==> src/rtl/unary_rate_gen.sv <==
// -----------------------------------------------------------------------------
// unary_rate_gen
//   Binary-to-unary-rate encoder feeding the PE accumulator. Each accepted
//   signed operand becomes a framed bitstream of L = 2^(DATA_W-1) valid cycles
//   whose count of ones equals the operand magnitude. The sign travels
//   alongside on out_sign. The ones are spread evenly by comparing the
//   magnitude against a bit-reversed cycle counter.
//
// Ports
//   clk, rst_n            clock, asynchronous active-low reset
//   in_valid / in_ready   operand handshake
//   in_data [DATA_W]      signed two's-complement operand
//   in_first              operand opens a new accumulation chain
//   stall                 downstream hold; freezes the stream
//   flush                 synchronous abort of the current stream
//   out_vld               out_bit / out_sign valid this cycle
//   out_bit               unary-rate data bit
//   out_sign              operand sign (1 = negative)
//   out_first             first stream cycle of an in_first operand
//   out_last              final stream cycle
//   out_sat               operand was the most negative value (magnitude clipped)
// -----------------------------------------------------------------------------
module unary_rate_gen #(
    parameter int DATA_W = 8
) (
    input  logic              clk,
    input  logic              rst_n,
    input  logic              in_valid,
    output logic              in_ready,
    input  logic [DATA_W-1:0] in_data,
    input  logic              in_first,
    input  logic              stall,
    input  logic              flush,
    output logic              out_vld,
    output logic              out_bit,
    output logic              out_sign,
    output logic              out_first,
    output logic              out_last,
    output logic              out_sat
);

    localparam int MAG_W = DATA_W - 1;
    localparam logic [MAG_W-1:0] CNT_MAX = '1;   // L-1

    typedef enum logic {IDLE = 1'b0, STREAM = 1'b1} state_t;

    state_t           state_reg, state_next;
    logic [MAG_W-1:0] cnt_reg, cnt_next;
    logic [MAG_W-1:0] mag_reg, mag_next;
    logic             sign_reg, sign_next;
    logic             first_reg, first_next;
    logic             sat_reg, sat_next;

    logic             at_end;
    logic             accept;
    logic             is_min;
    logic [MAG_W-1:0] abs_mag;
    logic [MAG_W-1:0] rng;

    assign at_end = (cnt_reg == CNT_MAX);
    assign accept = in_valid & in_ready;

    // Magnitude in MAG_W bits. For the most negative operand the negation wraps
    // to zero, so it is replaced by the largest representable magnitude.
    assign is_min  = in_data[DATA_W-1] & ~(|in_data[MAG_W-1:0]);
    assign abs_mag = in_data[DATA_W-1] ? ((~in_data[MAG_W-1:0]) + MAG_W'(1))
                                       : in_data[MAG_W-1:0];

    // Bit-reversed counter: visits every value 0..L-1 once per stream and
    // interleaves them so the ones are spread evenly over the stream.
    genvar gi;
    generate
        for (gi = 0; gi < MAG_W; gi++) begin : g_rev
            assign rng[gi] = cnt_reg[MAG_W-1-gi];
        end
    endgenerate

    // State register
    always_ff @(posedge clk or negedge rst_n) begin
        if (!rst_n) begin
            state_reg <= IDLE;
            cnt_reg   <= '0;
            mag_reg   <= '0;
            sign_reg  <= 1'b0;
            first_reg <= 1'b0;
            sat_reg   <= 1'b0;
        end else begin
            state_reg <= state_next;
            cnt_reg   <= cnt_next;
            mag_reg   <= mag_next;
            sign_reg  <= sign_next;
            first_reg <= first_next;
            sat_reg   <= sat_next;
        end
    end

    // Next-state logic
    always_comb begin
        state_next = state_reg;
        cnt_next   = cnt_reg;
        mag_next   = mag_reg;
        sign_next  = sign_reg;
        first_next = first_reg;
        sat_next   = sat_reg;

        if (flush) begin
            state_next = IDLE;
            cnt_next   = '0;
        end else if (accept) begin
            // Covers both IDLE and the zero-gap reload on the last cycle.
            state_next = STREAM;
            cnt_next   = '0;
            mag_next   = is_min ? '1 : abs_mag;
            sign_next  = in_data[DATA_W-1];
            first_next = in_first;
            sat_next   = is_min;
        end else if (state_reg == STREAM && !stall) begin
            if (at_end) begin
                state_next = IDLE;
                cnt_next   = '0;
            end else begin
                cnt_next = cnt_reg + MAG_W'(1);
            end
        end
    end

    // Output logic
    always_comb begin
        // in_ready is held low while reset is asserted.
        in_ready  = rst_n & ~flush &
                    ((state_reg == IDLE) | ((state_reg == STREAM) & at_end & ~stall));
        out_vld   = (state_reg == STREAM) & ~stall;
        out_bit   = out_vld & (mag_reg > rng);
        out_sign  = out_vld & sign_reg;
        out_sat   = out_vld & sat_reg;
        out_first = out_vld & (cnt_reg == '0) & first_reg;
        out_last  = out_vld & at_end;
    end

endmodule

==> config.mk <==
export PLATFORM = sky130hd
export DESIGN_NAME = unary_rate_gen
export DESIGN_NICKNAME = d
export VERILOG_FILES = /design/src/rtl/unary_rate_gen.sv
export SDC_FILE = /design/constraint.sdc
export NUM_CORES = 1
export LEC_CHECK = 0
export BUFFER_PORTS_ARGS = -buffer_cell sky130_fd_sc_hd__buf_2
export CORE_AREA = 4 4 55 57
export CTS_CLUSTER_DIAMETER = 200
export DETAILED_ROUTE_END_ITERATION = 16
export DIE_AREA = 0 0 59 61
export GPL_TIMING_DRIVEN = 1
export PLACE_DENSITY = 0.79
export SETUP_SLACK_MARGIN = 0.4
export SLEW_MARGIN = 20
export SYNTH_ARGS = -nofsm -noshare
export SYNTH_HDL_FRONTEND = slang
export SYNTH_SLANG_ARGS = --single-unit
==> constraint.sdc <==
create_clock -name clk -period 1.8 [get_ports clk]
set_clock_uncertainty 0.15 [all_clocks]
set_input_delay 0 -clock clk [delete_from_list [all_inputs] [get_ports clk]]
set_output_delay 0 -clock clk [all_outputs]
set_load 0.1 [all_outputs]
Word level (Yosys, flattened, before mapping)
Index checks and enable logic that the tools add are counted.

Output and inout port bits: 7. Flip-flop bits (word level): 18. Logic and storage cells: 47. Bits of input ports: 14.

Bitwise logic cells: 19. Mux-type cells: 10. Reductions and logical operators: 8. Add/sub/neg operators: 2. $lt $le $gt $ge: 1. Equality and inequality tests: 1.

Operators with widths (count): two-way mux 7 bit (6); adder 7 x 1 -> 7 bit (second input constant) (2); bitwise AND 1 bit (13); == test 7 bit (second input constant) (1); > comparator 7 bit (1); zero test 7 bit (1); inverter 7 bit (1); OR reduction 7 bit (1); nonzero test 3 bit (2); two-way mux 1 bit (4); inverter 1 bit (4); AND reduction 2 bit (2); logical AND 1 bit (1); zero test 1 bit (1); bitwise OR 1 bit (1).

Depth between registers and ports, before layout
Gate-level depths: netlist (run 1).

Depth after elaboration: 8. Gate-level depth with buffers: 6.

Least setup slack after synthesis (run 1)
Ideal clock, no wire load.

Kind: register to output. From: reg state_reg. To: out out_first. Setup slack: -2395 ps. Buffers on the path: 1. Data arrival time: 4045 ps. Cell stages (with the launch flop): 6. Cells stage by stage: dfrtp_1 -> nand2b_1 -> clkbuf_1 -> clkinv_1 -> nand4_1 -> nor4_1.

Word-level cells in the longest chain between the ends: 3.

Ends and longest elaborated chain: start, declared (line 47) `state_t state_reg, state_next;`; start signal, assigned (line 88) `state_reg <= state_next;`; bitwise AND 1 bit (line 132) `out_vld = (state_reg == STREAM) & ~stall;`; via out_vld (line 34) `output logic out_vld,`; bitwise AND 1 bit (2 in series) (line 136) `out_first = out_vld & (cnt_reg == '0) & first_reg;`; end, declared (line 37) `output logic out_first,`.

The timed path passes the listed nets, and every way through them passes these cells.

Worst setup path in the final report (run 1)
From: reg cnt_reg[0]. To: reg mag_reg[0].

Word-level cells in the longest chain between the ends: 7.

Ends and longest elaborated chain: start, declared (line 48) `logic [MAG_W-1:0] cnt_reg, cnt_next;`; start signal, assigned (line 89) `cnt_reg <= cnt_next;`; == test 7 bit (line 60) `assign at_end = (cnt_reg == CNT_MAX);`; bitwise AND 1 bit (2 in series) (line 131) `((state_reg == IDLE) | ((state_reg == STREAM) & at_end & ~stall));`; bitwise OR 1 bit (line 131); bitwise AND 1 bit (line 130) `in_ready = rst_n & ~flush &`; bitwise AND 1 bit (line 61) `assign accept = in_valid & in_ready;`; AND reduction 2 bit (no source line); end signal, assigned (line 90) `mag_reg <= mag_next;`; end, declared (line 49) `logic [MAG_W-1:0] mag_reg, mag_next;`.

No other way between the ends. A chain may end at the register's enable or synchronous reset.

==> flow_summary.json, run 1 <==
{
  "vias": 1347,
  "die_w_um": 59,
  "ios": 21,
  "grt.total_usage_pct": 27.5,
  "syn2layout_area_growth_pct": 76.8,
  "cts.clk_slew.worst_paths_ns": 0.10,
  "critPathRequiredTime_ns": 1.84,
  "max_slew_margin_pct": 75.8,
  "start_kind": "flop",
  "rsz0062_at_grt": "true",
  "yosysTopAreaCellShare_pct": 36.5,
  "start_util_pct": 49.8,
  "port_buffers": 20,
  "cts.htree.levels": 1,
  "dpl_cell_area_um2": 1670,
  "finalHoldViolCount": 0,
  "synth_area_leaders": "dfrtp_1 37%, ha_1 10%, mux2_4 7.3%",
  "crit_path_top_delay_cell": "or3_4",
  "path_cells": "buf_6 -> buf_6 -> ha_4 -> and4b_1 -> a21oi_2 -> or3_4 -> mux2_4",
  "synth_edf_count": 0,
  "status": "complete, but fails checks",
  "endpoint_kind": "flop",
  "clkPwrFrac_pct": 19.5,
  "grt_max_degree": 13,
  "rr_startpoint": "cnt_reg[0]",
  "routabilityCongestion": 0.821,
  "yosysWarnings": 0,
  "insertion_delay_ns": 0.30,
  "dp_hpwl_um": 2600,
  "crit_fanout": 5,
  "drive_above_1_share_pct": 51.0,
  "fin_area_um2": 2180,
  "ant_nets": 0,
  "synthFlopType": "dfrtp_1",
  "clock_sinks": 18,
  "drv_cap": 0,
  "avgRoutedWirePerCell_um": 21.5,
  "worst_slew_pin_slew_ns": 0.359,
  "root_buffer": "clkbuf_4",
  "fmax_ghz": 0.465,
  "viasPerCell": 5.96,
  "min_path_type": "primary input to flop",
  "dr.first_iter.drc_count": 66,
  "finalSetupViolations": 22,
  "fin_ws_ns": -0.351,
  "synth_largest_area_cell": "dfrtp_1",
  "power.internal_uw": 864,
  "path_common_cell": "buf_6",
  "grt_pass1_vias": 1454,
  "slew_violations": 0,
  "cts_tree": "yes",
  "async_flop_share_pct": 100,
  "critPathLaunch": "cnt_reg[0]",
  "drc": 0,
  "vdd_ir_drop_max_mv": 0.630,
  "failed_checks": "setup timing",
  "p_leak_uw": 0.000977,
  "dieHeight_um": 61,
  "routed_wl_um": 4870,
  "grt_overflow": 0,
  "nets": 221,
  "numCtsBuffers": 3,
  "cts_buffer_depth": 2,
  "ys_seq_elements": 18,
  "grt_antenna_before_repair": 0,
  "diodes": 0,
  "max_stage_delay_ns": 0.45,
  "hp-start": "in_data[1]",
  "seq_area_frac_synth_pct": 36.5,
  "rows": 18,
  "power_frac_comb_pct": 41.7,
  "p_per_area_nw_per_um2": 601,
  "synth_cell_types": 40,
  "synthesis.area_um2": 1230,
  "fin_crit_ns": 2.15,
  "netSwitchingPower_uw": 446,
  "syn_nets": 155,
  "syn_area_per_cell_um2": 9.42,
  "core_area_um2": 2480,
  "seq_power_share_pct": 38.8,
  "drtPass1Iterations": 4,
  "path_class": "flop to flop",
  "worstPathArrival_ns": 2.19,
  "period_share_pct": 120,
  "die-area_um2": 3600,
  "pre_cts_ws_ns": -0.0593,
  "swShare_pct": 34.1,
  "synth_cells": 131,
  "tns_ns": -5.45,
  "grt_pass1_wl_um": 7120
}
-- cell families (layout without fill, tap and decap cells) --
family                     count (synthesis)  in the layout  synth area share [%]
xor gates and xnor gates                   5              5                  3.55
adders and majority gates                 10             10                  10.1
muxes                                     10             10                  10.6
AOI/OAI and AO/OA                         24             24                  13.1
and+or+nand+nor                           46             47                  20.0
buffers and inverters                     18             82                  6.09
DFF                                       18             18                  36.5
-- final timing paths --
check / depth (start not counted) / to / slack (ns)
min in group asynchronous: 3 / state_reg / 0.51
hold / removal: 4 / mag_reg[1] / 0.02
setup / recovery: 7 / mag_reg[0] / -0.35
max in group asynchronous: 4 / cnt_reg[3] / 0.58
hold reg to reg: 1 / mag_reg[1] / 0.39
setup reg to reg: 7 / mag_reg[0] / -0.35
-- cells in the mapped netlist, types with 3 or more instances --
cell and instances:
nand3_1 5, xnor2_1 3, inv_1 14, dfrtp_1 18, nor2b_1 5, ha_1 10, nor2_1 13, nand2_1 8
o21ai_0 6, mux2i_1 3, mux2_4 6, a21oi_1 4
-- power groups by stage --
stage / Clock [µW] / Sequential [µW] / Combinational (µW)
floorplan: 0 / 490 / 310
global placement: 0 / 502 / 403
detailed placement: 0 / 505 / 429
CTS: 245 / 505 / 498
global route: 275 / 512 / 590
finish: 255 / 508 / 547
-- metal layers --
metal | wire length [µm] | up-vias | global-route usage (%)
met2 | 2680 | 67 | 52.4
met3 | 255 | 19 | 4.04
met5 | 0 | - | 0
met4 | 157 | 0 | 15.2
met1 | 1780 | 663 | 28.8
li1 | - | 598 | -
-- cells in the final DEF, fill, tap and decap left out, types with 2 or more instances in the layout --
master / instances
or3_4: 2
mux2_4: 7
buf_4: 16
clkbuf_4: 3
ha_4: 4
buf_12: 7
xnor2_1: 2
o21ai_2: 2
o21ai_0: 4
nor2b_1: 3
inv_4: 2
ha_1: 6
dlygate4sd3_1: 11
a311oi_2: 2
mux2i_1: 3
o21a_1: 2
buf_2: 13
a21oi_1: 2
dfrtp_1: 17
a21oi_2: 3
inv_1: 12
o211ai_1: 2
nand4_1: 2
nor2_4: 6
nor2_1: 6
o31ai_1: 2
buf_6: 15
nand3_1: 3
nand2_1: 8
-- critical path, delay by kind of cell, from the launching register on --
family                     cells  cell delay (ns)
and+or+nand+nor                2             0.69
muxes                          1             0.32
adders and majority gates      1             0.13
AOI/OAI and AO/OA              1             0.11
DFF                            1             0.43
buffers and inverters          2             0.21
-- area by class of cell --
cell class                 instances  area [µm²]
inverter                          15        87.6
multi-input combinational         96         948
clock buffer                       4        36.3
timing repair buffer              63         619
sequential                        18         452
fill                             103         297
tap                               30        37.5
-- repair_timing --
action,CTS,global route
pin swaps,13,7
hold endpoints to repair,27,0
setup buffers,8,6
hold buffers,11,0
resized for setup,42,14
gates cloned,1,0
setup endpoints to repair,25,25
-- stage by stage --
step           util [%]  total power (µW)  cells  hold slack, ns
6_report           88.0              1310    226          0.0212
5_1_grt            88.0              1380    226          0.0366
4_1_cts            83.9              1250    220         0.00508
3_5_place_dp       67.5               934    196          -0.336
3_3_place_gp       67.5               905    196          -0.335
2_1_floorplan         -               799    131          -0.446
(Power assumes the default switching activity.)
==> inputs of run 2 (changes only) <==
Settings changed: CORE_AREA 4 4 55 57 to 4 4 65 67, DIE_AREA 0 0 59 61 to 0 0 69 71, PLACE_DENSITY 0.79 to 0.6.
==> run 2 against run 1 <==
Die area rose by 36%. Hold slack got worse by 0.014 ns. Critical path depth did not move. Sequential share of layout area rose by 0.18 points. Final cell count rose by 8.0%. The run still ends with setup timing left. Setup slack improved by 0.16 ns. Sequential power fell by 1%.
==> flow_summary.json, run 2 (same netlist as run 1, synthesis figures left out) <==
{
  "status": "complete, but fails checks",
  "failed_checks": "setup timing",
  "drc": 0,
  "rows": 22,
  "viasPerCell": 5.26,
  "routabilityCongestion": 0.813,
  "worstPathArrival_ns": 1.84,
  "cp_top_family": "buffers and inverters",
  "rsz0062_at_grt": "true",
  "drv_cap": 0,
  "grt_pass1_wl_um": 5870,
  "start_kind": "flop",
  "reg2reg_to": "mag_reg[1]",
  "numCtsBuffers": 3,
  "fin_util_pct": 59.7,
  "grt_overflow": 0,
  "root_buffer": "clkbuf_8",
  "finalHoldViolCount": 0,
  "start_util_pct": 34.0,
  "worst_slew_pin_slew_ns": 0.392,
  "cts.clk_slew.worst_paths_ns": 0.07,
  "endpoint_kind": "primary output",
  "critPathLaunch": "cnt_reg[0]",
  "crit_fanout": 3,
  "diodes": 0,
  "die-area_um2": 4900,
  "tns_ns": -2.42,
  "syn2layout_area_growth_pct": 75.8,
  "ff2ff_setup_slack_ns": -0.18,
  "ios": 21,
  "p_leak_uw": 0.000974,
  "grt_antenna_before_repair": 0,
  "p_per_area_nw_per_um2": 627,
  "vdd_ir_drop_max_mv": 0.362,
  "drtPass1Iterations": 5,
  "vias": 1284,
  "grt.total_usage_pct": 14.8,
  "nets": 221,
  "dr.first_iter.drc_count": 80,
  "rr_startpoint": "cnt_reg[0]",
  "slew_violations": 0,
  "crit_path_top_delay_cell": "dfrtp_1",
  "insertion_delay_ns": 0.26,
  "avgRoutedWirePerCell_um": 16.1,
  "cts_buffer_depth": 2,
  "period_share_pct": 110,
  "die_w_um": 69,
  "min_path_type": "primary input to flop",
  "endpoint": "out_bit",
  "dp_hpwl_um": 2350,
  "dpl_cell_area_um2": 1660,
  "cp_num_buf_inv": 4,
  "core_area_um2": 3630,
  "dieHeight_um": 71,
  "layout_common_cells": "18 x buf_4, 16 x dfrtp_1, 16 x buf_6",
  "whs_ns": 0.00731,
  "final_common_cell": "buf_4",
  "fin_ws_ns": -0.188,
  "critPathRequiredTime_ns": 1.65,
  "fin_area_um2": 2170,
  "path_class": "flop to primary output",
  "fin_crit_ns": 1.99,
  "drive_above_1_share_pct": 49.0,
  "fmax_ghz": 0.503,
  "finalSetupViolations": 18,
  "reg2regPathDepth": 7,
  "path_cells": "buf_6 -> inv_4 -> ha_4 -> nand3_2 -> buf_4 -> a221oi_4 -> buf_12",
  "grt_pass1_vias": 1303,
  "ant_nets": 0,
  "clock_sinks": 18,
  "routed_wl_um": 3930,
  "port_buffers": 20,
  "cts_tree": "yes",
  "cp.depth": 7,
  "hp-start": "in_data[2]",
  "max_stage_delay_ns": 0.38,
  "grt_max_degree": 13,
  "max_slew_margin_pct": 73.8,
  "cts.htree.levels": 1
}
-- run 2: cell types whose count changed in the layout (fill, tap and decap cells not counted), moves of 3 or more --
cell,delta
nor2_1,+4
clkbuf_8,+3
clkbuf_4,-3
nor2_4,-3
-- run 2: where the power goes --
group / total (µW) / switching [µW] / leakage, µW / internal [µW]
combinational: 517 / 246 / 0.000719 / 271
clock: 341 / 147 / 0.0000288 / 194
sequential: 503 / 43.3 / 0.000227 / 459
total: 1360 / 435 / 0.000974 / 925
-- run 2: worst min path at each step --
stage | end | slack (ns) | cells past startpoint
after floorplan | cnt_reg[0] | -0.45 | 0
after global placement | cnt_reg[2] | -0.29 | 1
after detailed placement | cnt_reg[2] | -0.29 | 1
after CTS | mag_reg[2] | 0.009 | 4
after global routing | mag_reg[2] | 0.04 | 4
final | mag_reg[2] | 0.007 | 4
-- run 2: worst min-delay path, cell delays in order --
cell	delay [ns]
buf_2	0.12
xnor2_1	0.07
nand2_1	0.06
mux2_4	0.13
-- run 2: stage by stage --
stage	total power, µW	std cells	setup slack [ns]
CTS	1320	232	-0.181
global route	1430	244	-0.274
detailed placement	915	209	-0.0475
global placement	893	209	-0.0122
floorplan	799	131	-0.277
finish	1360	244	-0.188
-- run 2: what timing repair did --
action                                  4_1_cts  5_1_grt
pin swaps                                     8        3
resized for setup                            33       14
endpoints found under the hold margin        24        0
endpoints found under the setup margin       24       25
buffers inserted                              9       12
hold buffers                                  9        0
cloned                                        1        0
-- run 2: area by class of cell --
class / instances / area [µm²]
Inverter: 15 / 85.1
Fill cell: 294 / 1470
Clock buffer: 4 / 55.1
Timing Repair Buffer: 63 / 618
Sequential cell: 18 / 453
Multi-Input combinational cell: 96 / 897
Tap cell: 48 / 60.1
-- run 2: per-layer routing --
metal	share of wire, %	GRT usage, %
met1	39	16.0
met2	53	28.2
met3	4.0	3.27
met4	4.1	5.42
met5	0	0
